File: src/rtl/fetch_inject_stage_pkg.sv
// fetch_inject_stage_pkg: shared widths, opcode constants and fetch state encoding.
package fetch_inject_stage_pkg;
    localparam int INSTR_W = 16;
    localparam int ADDR_W = 32;
    localparam logic [2:0] IMM_OPC = 3'b101;
    localparam logic [INSTR_W-1:0] NOP_OP = 16'h0000;
    typedef enum logic [1:0] {
        FETCH_OP  = 2'd0,
        FETCH_IMM = 2'd1,
        INJECT    = 2'd2
    } fetch_state_t;
endpackage

File: src/rtl/fetch_inject_stage_int_gate.sv
// fetch_inject_stage_int_gate: latches the external interrupt and releases it only at an opcode boundary.
module fetch_inject_stage_int_gate
    import fetch_inject_stage_pkg::*;
(
    input  logic         clk,
    input  logic         rst,
    input  logic         ext_int,
    input  logic         icu_ack,
    input  fetch_state_t state,
    output logic         int_flag
);
    logic pending;
    always_ff @(posedge clk or posedge rst) begin
        if (rst) begin
            pending  <= 1'b0;
            int_flag <= 1'b0;
        end else begin
            pending  <= !icu_ack && (pending || ext_int);
            int_flag <= pending && state == FETCH_OP && !icu_ack;
        end
    end
endmodule

File: src/rtl/fetch_inject_stage.sv
// fetch_inject_stage: PC and IF/ID register; merges memory fetch with ICU-injected instructions.
module fetch_inject_stage
    import fetch_inject_stage_pkg::*;
#(
    parameter logic [ADDR_W-1:0] RESET_PC = 32'd32,
    parameter logic [2:0]        IMM_OPC  = fetch_inject_stage_pkg::IMM_OPC
) (
    input  logic               clk,
    input  logic               reset,
    output logic [ADDR_W-1:0]  imem_addr,
    input  logic [INSTR_W-1:0] imem_data,
    input  logic               ext_int,
    output logic               icu_int_flag,
    input  logic               icu_active,
    input  logic [INSTR_W-1:0] icu_instr,
    input  logic               icu_stall,
    input  logic               icu_ack,
    input  logic [ADDR_W-1:0]  icu_pc_value,
    input  logic               hz_stall,
    input  logic               br_taken,
    input  logic [ADDR_W-1:0]  br_target,
    output logic [INSTR_W-1:0] ifid_instr,
    output logic [INSTR_W-1:0] ifid_imm,
    output logic               ifid_imm_valid,
    output logic               ifid_valid,
    output logic [ADDR_W-1:0]  ifid_pc
);
    fetch_state_t       state, state_nx;
    logic [ADDR_W-1:0]  pc, pc_nx, ifid_pc_nx;
    logic [INSTR_W-1:0] op_latch, op_latch_nx, ifid_instr_nx, ifid_imm_nx;
    logic               ifid_valid_nx, ifid_imm_valid_nx, two_word;

    assign imem_addr = pc;
    assign two_word  = imem_data[15:13] == IMM_OPC;

    fetch_inject_stage_int_gate u_int_gate (
        .clk      (clk),
        .rst      (reset),
        .ext_int  (ext_int),
        .icu_ack  (icu_ack),
        .state    (state),
        .int_flag (icu_int_flag)
    );

    always_comb begin
        state_nx          = state;
        pc_nx             = pc;
        op_latch_nx       = op_latch;
        ifid_instr_nx     = ifid_instr;
        ifid_imm_nx       = ifid_imm;
        ifid_imm_valid_nx = ifid_imm_valid;
        ifid_valid_nx     = ifid_valid;
        ifid_pc_nx        = ifid_pc;
        if (br_taken) begin
            pc_nx             = br_target;
            ifid_valid_nx     = 1'b0;
            ifid_imm_valid_nx = 1'b0;
            state_nx          = icu_active ? INJECT : FETCH_OP;
        end else if (icu_ack) begin
            pc_nx         = icu_pc_value;
            ifid_valid_nx = 1'b0;
            state_nx      = FETCH_OP;
        end else if (!hz_stall) begin
            if (icu_active) begin
                // pc is frozen, so it is the return address the PUSH words save
                state_nx          = INJECT;
                ifid_instr_nx     = icu_instr;
                ifid_valid_nx     = !icu_stall;
                ifid_imm_valid_nx = 1'b0;
                ifid_pc_nx        = pc;
            end else begin
                case (state)
                    FETCH_OP: begin
                        pc_nx             = pc + 1'b1;
                        op_latch_nx       = two_word ? imem_data : op_latch;
                        state_nx          = two_word ? FETCH_IMM : FETCH_OP;
                        ifid_valid_nx     = !two_word;
                        ifid_instr_nx     = two_word ? ifid_instr : imem_data;
                        ifid_imm_valid_nx = 1'b0;
                        ifid_pc_nx        = two_word ? ifid_pc : pc + 1'b1;
                    end
                    FETCH_IMM: begin
                        pc_nx             = pc + 1'b1;
                        state_nx          = FETCH_OP;
                        ifid_instr_nx     = op_latch;
                        ifid_imm_nx       = imem_data;
                        ifid_imm_valid_nx = 1'b1;
                        ifid_valid_nx     = 1'b1;
                        ifid_pc_nx        = pc + 1'b1;
                    end
                    default: begin
                        state_nx      = FETCH_OP;
                        ifid_valid_nx = 1'b0;
                    end
                endcase
            end
        end
    end

    always_ff @(posedge clk or posedge reset) begin
        if (reset) begin
            state          <= FETCH_OP;
            pc             <= RESET_PC;
            op_latch       <= NOP_OP;
            ifid_instr     <= NOP_OP;
            ifid_imm       <= '0;
            ifid_imm_valid <= 1'b0;
            ifid_valid     <= 1'b0;
            ifid_pc        <= '0;
        end else begin
            state          <= state_nx;
            pc             <= pc_nx;
            op_latch       <= op_latch_nx;
            ifid_instr     <= ifid_instr_nx;
            ifid_imm       <= ifid_imm_nx;
            ifid_imm_valid <= ifid_imm_valid_nx;
            ifid_valid     <= ifid_valid_nx;
            ifid_pc        <= ifid_pc_nx;
        end
    end
endmodule

File: config.mk
export PLATFORM = sky130hd
export DESIGN_NAME = fetch_inject_stage
export DESIGN_NICKNAME = d
export VERILOG_FILES = /design/src/rtl/fetch_inject_stage_pkg.sv /design/src/rtl/fetch_inject_stage_int_gate.sv /design/src/rtl/fetch_inject_stage.sv
export SDC_FILE = /design/constraint.sdc
export NUM_CORES = 1
export LEC_CHECK = 0
export CORE_AREA = 3 3 115 117
export CTS_BUF_LIST = sky130_fd_sc_hd__clkbuf_4
export DETAILED_ROUTE_END_ITERATION = 8
export DIE_AREA = 0 0 118 120
export GPL_TIMING_DRIVEN = 0
export PLACE_DENSITY = 0.9
export SYNTH_ARGS = -nofsm -noshare
export SYNTH_HDL_FRONTEND = slang
export SYNTH_HIERARCHICAL = 1
export SYNTH_SLANG_ARGS = --single-unit
File: constraint.sdc
create_clock -name clk -period 7.8 [get_ports clk]
set_input_delay 1.95 -clock clk [delete_from_list [all_inputs] [get_ports clk]]
set_output_delay 1.95 -clock clk [all_outputs]
set_load 0.01 [all_outputs]
### Yosys cells after proc, flatten, opt, wreduce, memory -nomap -nowiden

Index checks and enable logic that the tools add are counted.
W data, S select, Z words.

| operators by class | value |
|---|---|
| order comparisons | 0 |
| add/sub/neg operators | 1 |
| bitwise operators | 4 |
| eq/ne operators | 7 |
| shift operators | 0 |
| reductions and logical operators | 17 |
| mux-type cells | 28 |
| multiply operators | 0 |
| divide/modulo/power cells | 0 |

Operator list:

| kind | number |
|---|---|
| $mux W32 | 7 |
| $pmux W32 S2 | 1 |
| $add A32 B1 Y32 const B | 1 |
| $mux W16 | 2 |
| $pmux W16 S2 | 1 |
| $mux W1 | 10 |
| $mux W2 | 5 |
| $reduce_and A5 Y1 | 2 |
| $reduce_and A3 Y1 | 2 |
| $reduce_and A6 Y1 | 1 |
| $reduce_bool A3 Y1 | 2 |
| $ne A2 B1 Y1 const B | 2 |
| $not A1 Y1 | 4 |
| $pmux W1 S2 | 2 |
| $reduce_bool A4 Y1 | 1 |
| $eq A3 B3 Y1 const B | 1 |
| $logic_and A1 B1 Y1 | 3 |
| $logic_not A1 Y1 | 3 |
| $ne A3 B1 Y1 const B | 1 |
| $ne A3 B2 Y1 const B | 1 |
| $ne A3 B3 Y1 const B | 1 |
| $eq A2 B1 Y1 const B | 1 |
| $logic_not A2 Y1 | 1 |
| $reduce_or A2 Y1 | 1 |
| $logic_or A1 B1 Y1 | 1 |

| storage, ports and cells | value |
|---|---|
| bits in writable memories | 0 |
| word-level logic and storage cells | 67 |
| input bits | 104 |
| memory bits (read-only) | 0 |
| output and inout port bits | 99 |
| memories | 0 |
| register bits | 118 |
| latch bits | 0 |

### Longest topological paths before layout

Gate-level depths: netlist (run 1).

| logic depth | value |
|---|---|
| depth in word-level cells | 7 |
| depth in mapped cells | 8 |
| gate-level depth less buffers | 6 |

### Hierarchy

The synthesis (run 1) kept the hierarchy.

Modules (own cells, without submodules):

| module | instances | seq. area each (µm²) | area an instance (µm²) | cells each |
|---|---|---|---|---|
| fetch_inject_stage | 1 | 2,904.0 | 6,213.5 | 686 |
| fetch_inject_stage_int_gate | 1 | 50.0 | 78.8 | 5 |

### Least setup slack after synthesis (run 1)

Ideal clock, no wire load.

| path | value |
|---|---|
| path kind | input to register |
| start point | input port icu_active |
| end point | register ifid_imm[0] |
| data arrival time | 3.373 ns |
| required time | 7.675 ns |
| stages on the path | 6 |
| library setup time | 0.125 ns |
| slack | 4.302 ns |
| path buffers | 3 |
| cells stage by stage | clkbuf_1 > buf_2 > nor2_1 > nand3_1 > clkbuf_1 > mux2_2 |

| on the way | value |
|---|---|
| word-level cells in the longest chain between the ends | 2 |

RTL lines:

| what | line | text |
|---|---|---|
| start, declared | fetch_inject_stage.sv:14 | `input logic icu_active,` |
| $not A1 Y1 (no source line) | n/a |  |
| $reduce_and A5 Y1 (no source line) | n/a |  |
| end signal, assigned | fetch_inject_stage.sv:115 | `ifid_imm <= ifid_imm_nx;` |
| end, declared | fetch_inject_stage.sv:23 | `output logic [INSTR_W-1:0] ifid_imm,` |

No other way between the ends.
A chain may end at the register's enable or synchronous reset.

### Worst setup path after layout (run 1)

| path | value |
|---|---|
| start point | input port icu_ack |
| end point | register pc[14], in the netlist imem_addr[14] |

| on the way | value |
|---|---|
| word-level cells in the longest chain between the ends | 2 |

RTL lines:

| what | line | text |
|---|---|---|
| start, declared | fetch_inject_stage.sv:17 | `input logic icu_ack,` |
| $ne A3 B1 Y1 (no source line) (tied with other cells) | n/a |  |
| $reduce_and A3 Y1 (no source line) / $mux W32 (equally long branches) | n/a |  |
| end signal, assigned | fetch_inject_stage.sv:112 | `pc <= pc_nx;` |
| end, declared | fetch_inject_stage.sv:29 | `logic [ADDR_W-1:0] pc, pc_nx, ifid_pc_nx;` |

Parallel ways exist; a longest one is shown, timed or not.

==> results of run 1 <==
per-layer routing:
layer,global-route usage [%],vias up
met1,39.9,3067
met3,6.13,58
met5,0,-
met4,13.3,0
met2,44.6,389
li1,-,2871
state kept, by name, indices dropped and copies added, names as in the netlist:
signal	cells
ifid_imm	16
ifid_imm_valid	1
ifid_instr	16
ifid_pc	32
ifid_valid	1
imem_addr	32
op_latch	16
state	2
u_int_gate/int_flag	1
u_int_gate/pending	1
worst paths after layout:
kind / start / end / slack, ps
max: icu_ack / imem_addr[14] / 3930
min in group asynchronous: reset / u_int_gate/pending / 1670
min reg2reg: state[1] / u_int_gate/int_flag / 470
min: state[1] / u_int_gate/int_flag / 470
max reg2reg: imem_addr[0] / imem_addr[20] / 5200
max in group asynchronous: reset / ifid_pc[26] / 5290
layout make-up:
class | instances | area share [%]
multi-input combinational | 514 | 35.0
sequential | 118 | 33.4
timing repair buffer | 201 | 22.9
buffer | 54 | 2.50
tap | 172 | 2.43
clock inverter | 14 | 1.96
clock buffer | 18 | 1.53
inverter | 5 | 0.268
antenna | 2 | 0.0565
worst register-to-register path: stages, from the launching register on:
cell      delay (ps)
dfrtp_1          550
ha_1             260
nand3_1          320
nor3_2           760
nand4_1          230
xor2_1           210
o221ai_1         130
report_power, final:
part           switching [mW]  total, mW  internal, mW
clock network           0.261      0.488         0.228
registers              0.0613      0.753         0.691
logic                   0.219      0.457         0.239
cells in the mapped netlist (12+ instances only):
master / number
clkbuf_1: 42
nor3_1: 12
xnor2_1: 28
a22oi_1: 13
xor2_1: 25
nor2_1: 33
mux2_2: 29
o21ai_0: 67
a21oi_1: 53
nand4_1: 17
nand2_1: 130
nand3_1: 20
dfrtp_1: 117
cell families (layout without fill, tap and decap cells):
group	after synthesis	after routing	share of synthesized area, %
AND/OR/NAND/NOR	258	258	20.4
AO/OA/AOI/OAI	167	167	15.1
flip-flops	118	118	46.9
buffers and inverters	59	292	3.82
XOR/XNOR	53	53	7.38
multiplexers	35	35	6.14
adder cells (fa/ha/maj)	1	1	0.199
other	0	2	0
==> flow_summary.toml, run 1 <==
[cells_and_area]
layout.cell_area.non_filler_sq_mm = 0.00886
fin_nets = 1016
syn2layout_area_growth_pct = 40.7
drive_above_1_share_pct = 9.52
final_core_utilization_pct = 71.0
final_cell_mix = "clkdlybuf4s50_1, nand2_1, dfrtp_1"
multi_input_area_sq_mm = 0.00310
stdcell_count = 1098
fillers = 914
final_common_cell = "clkdlybuf4s50_1"
seqCellArea_sq_mm = 0.00295

[floorplan]
fp.dieW_um = 118
core-area_sq_mm = 0.0125
pin_count = 203
dieHeight_um = 120
start_util_pct = 50.5
die_area_sq_mm = 0.0142
rows = 41

[synthesis]
synth-main-ff-cell = "dfrtp_1"
netlist_top_cells_area = "dfrtp_1, nand2_1, o21ai_0, mux2_2, a21oi_1"
syn_nets = 796
yosysSeqAreaShare_pct = 46.9
ys_seq_elements = 118
yosys.cell_types.count = 56
synth_area_sq_mm = 0.00629
synthCells = 691
synthArstFlopShare_pct = 100
yosys_warnings = 6
synth_area_leader_cell = "dfrtp_1"
synth_edf_count = 0
yosys.area.top_type_share_pct = 46.5
syn_avg_cell_area_sq_um = 9.11

[routing]
drcViolationCount = 0
drt-initial-drc-count = 871
via_per_inst = 5.82
highest_layer = "met4"
first_pass_iters = 6
wl_met2_um = 9600
postRouteAntennaNets = 0
m1WireLength_um = 8480
vias = 6385
wl_met3_um = 1960
routed_wl_um = 20800
wl_per_cell_um = 18.9

[pwr]
power.leakage_nw = 3.61
peakVddDrop_mv = 0.0823
total_power_mw = 1.70
power_density_mw_per_mm2 = 192

[global_routing]
antenna_found_initial = 1
grt_pass1_vias = 5970
grt_use_total_pct = 29.1
grt_max_degree = 83
globalRouteOverflowTotal = 0
grt_pass1_wl_um = 32200

[timing]
fin_tns_setup_ps = 0
maxSlewViolCount = 0
finalWorstSetupSlack_ps = 3930
hold_viol_final = 0
period_minus_slack_ps = 3870
period_share_pct = 49.6
skew_ps = 18.1
holdWs_ps = 468
rsz0062_at_grt = "no"
setup_viol = 0
fmax_mhz = 258
slew_headroom_pct = 43.4
tightest_slew_ps = 843

[place]
dpl.hpwl_um = 15600
dp.cells = 1064
routabilityCongestion = 0.947
placed_area_sq_mm = 0.00854
preCtsSetupSlack_ps = 3470
portBuffers = 200

[clocking]
holdBufCountCts = 0
cts_resized = 0
cts.clk_slew.worst_paths_ps = 110
postCtsSetupBuffers = 0
cts_tree = "yes"
insertion_delay_ps = 560
clkSinkCount = 118
htree_levels = 4
cts_made_buffers = 17
clk_path_buf_depth = 2
cts_root_buf = "clkbuf_4"

[worst_setup_path]
cp_max_fo = 10
endpoint_kind = "register"
crit_path_cell_trace = "clkdlybuf4s50_1, clkbuf_1, clkbuf_1, nand2_1, o22ai_1, a21oi_1"
timing.critical_path.mode_cell = "clkbuf_1"
startpoint_type = "input port"
cp_top_family = "buffers and inverters"
crit_arrival_ps = 4270
worst-path-stages = 6
path_buf_inv = 3
cp_slowest_cell = "clkdlybuf4s50_1"
path_class = "input port to register"
cp_data_required_time_ps = 8200
reg2regPathDepth = 6
cp_slowest_stage_delay_ps = 630

[min_path]
hold_class = "register to register"
min_path_cells = 1

[status]
status = "finished clean"

[run]
max_cap_violations = 0
Power figures use the tool's default switching activity.
==> inputs of run 2 (changes only) <==
CORE_AREA = 3 3 125 127   (was 3 3 115 117)
DIE_AREA = 0 0 128 130   (was 0 0 118 120)
PLACE_DENSITY = 0.81   (was 0.9)
clock period = 3.3 ns   (was 7.8 ns; I/O delays follow)
==> run 2 against run 1 <==
Compared with the run above:
- clock skew is 3.0 ps higher
- clock-buffer cell count is 1 lower
- via count is 3.0% lower
- total power is 130% higher
- setup slack worse by 3300 ps
- combinational power is 140% higher
- routed wire length is 0.87% higher
- largest cell class unchanged
- highest routed layer unchanged
==> flow_summary.toml, run 2 (synthesis results as in run 1) <==
[status]
status = "finished clean"

[clocking]
cts_tree = "yes"
cts_root_buf = "clkbuf_4"
cts_resized = 0
clkSinkCount = 118
holdBufCountCts = 0
insertion_delay_ps = 580
htree_levels = 4
cts.clk_slew.worst_paths_ps = 120
postCtsSetupBuffers = 0
cts_made_buffers = 17
clk_path_buf_depth = 2

[floorplan]
start_util_pct = 43.3
rows = 44
dieHeight_um = 130
pin_count = 203
core-area_sq_mm = 0.0145
die_area_sq_mm = 0.0166
fp.dieW_um = 128

[cells_and_area]
fillers = 1261
fin_nets = 1018
stdcell_count = 1113
syn2layout_area_growth_pct = 41.0
multi_input_area_sq_mm = 0.00310
final_cell_mix = "clkdlybuf4s50_1, nand2_1, dfrtp_1"
final_common_cell = "clkdlybuf4s50_1"
drive_above_1_share_pct = 9.83
seqCellArea_sq_mm = 0.00295

[place]
portBuffers = 200
routabilityCongestion = 0.923
dpl.hpwl_um = 15900
dp.cells = 1078

[routing]
first_pass_iters = 5
drcViolationCount = 0
via_per_inst = 5.57
wl_per_cell_um = 18.8
postRouteAntennaNets = 0
routed_wl_um = 20900
drt-initial-drc-count = 615
vias = 6194

[worst_setup_path]
startpoint_type = "input port"
worstReg2RegStart = "imem_addr[6]"
path_buf_inv = 2
path_class = "input port to register"
crit_arrival_ps = 3170
cp_slowest_stage_delay_ps = 690
r2r_slack_ps = 750
endpoint_kind = "register"
r2r-end = "ifid_pc[25]"
cp_top_family = "simple AND/OR/NAND/NOR gates"
reg2regPathDepth = 6
startpoint = "icu_ack"
cp_slowest_cell = "nor2_1"
cp_data_required_time_ps = 3800
worst-path-stages = 6
cp-endpoint = "imem_addr[21]"
crit_path_cell_trace = "clkdlybuf4s50_1, clkbuf_1, nor2_1, nand2_1, o31a_1, o21ai_0"
cp_max_fo = 10

[timing]
fmax_mhz = 375
setup_viol = 0
period_minus_slack_ps = 2660
rsz0062_at_grt = "no"
slew_headroom_pct = 38.5
skew_ps = 21.1
maxSlewViolCount = 0
hold_viol_final = 0
tightest_slew_ps = 915
period_share_pct = 80.8

[pwr]
peakVddDrop_mv = 0.186
p_seq_share_pct = 45.5
power.internal_mw = 2.59
power_frac_clock_pct = 26.6
p_sw_share_pct = 33.6
switchingPower_mw = 1.31
power_density_mw_per_mm2 = 440
power.leakage_nw = 3.60
total_power_mw = 3.90
power_frac_comb_pct = 27.9

[run]
max_cap_violations = 0

[global_routing]
grt_pass1_vias = 5991
grt_max_degree = 44
globalRouteOverflowTotal = 0
grt_use_total_pct = 25.5
grt_pass1_wl_um = 32700
antenna_found_initial = 2

[min_path]
hold_class = "register to register"
[run 2: cell count changes in the layout (fill, tap and decap cells not counted)]
cell	delta
inv_8	+2
clkinv_1	-1
diode_2	+1
bufinv_16	-2
inv_6	-1
buf_12	+3
buf_16	-1
clkinvlp_4	+3
clkbuf_4	-1
[run 2: cell type report]
cell class | count | area share, %
multi-input cells | 514 | 34.9
clock inverters | 15 | 1.66
flip-flops and latches | 118 | 33.3
diodes | 3 | 0.0846
inverters | 5 | 0.254
clock buffers | 17 | 1.44
repair buffers | 203 | 23.2
well taps | 184 | 2.60
plain buffers | 54 | 2.50
[run 2: power by group through the flow]
stage                     clock (mW)  combinational [mW]  sequential (mW)
after CTS                       1.06                1.09             1.77
after global routing            1.11                1.18             1.80
final                           1.04                1.09             1.77
after detailed placement           0                1.09             1.80
after floorplan                    0               0.381             1.86
after global placement             0                1.06             1.80
[run 2: through the flow]
stage	hold slack [ps]	cell area, sq um	setup WS, ps	util, %	TNS [ps]
finish	458	8870	635	61.0	0
detailed placement	440	8590	122	59.1	0
floorplan	423	6300	927	-	0
CTS	459	8860	634	61.0	0
global route	493	8870	555	61.0	0
global placement	435	8530	-121	58.7	-13610
[run 2: worst min path at each step]
stage          cells past startpoint                  end     start
2_1_floorplan                      1  u_int_gate/int_flag  state[1]
3_3_place_gp                       1  u_int_gate/int_flag  state[1]
3_5_place_dp                       1  u_int_gate/int_flag  state[1]
4_1_cts                            1  u_int_gate/int_flag  state[1]
5_1_grt                            1  u_int_gate/int_flag  state[1]
6_report                           1  u_int_gate/int_flag  state[1]
[run 2: per-layer routing]
layer	GRT usage, %	wire length [um]
met5	0	0
met4	11.5	624
met3	6.26	1800
met2	38.9	9650
met1	34.5	8870
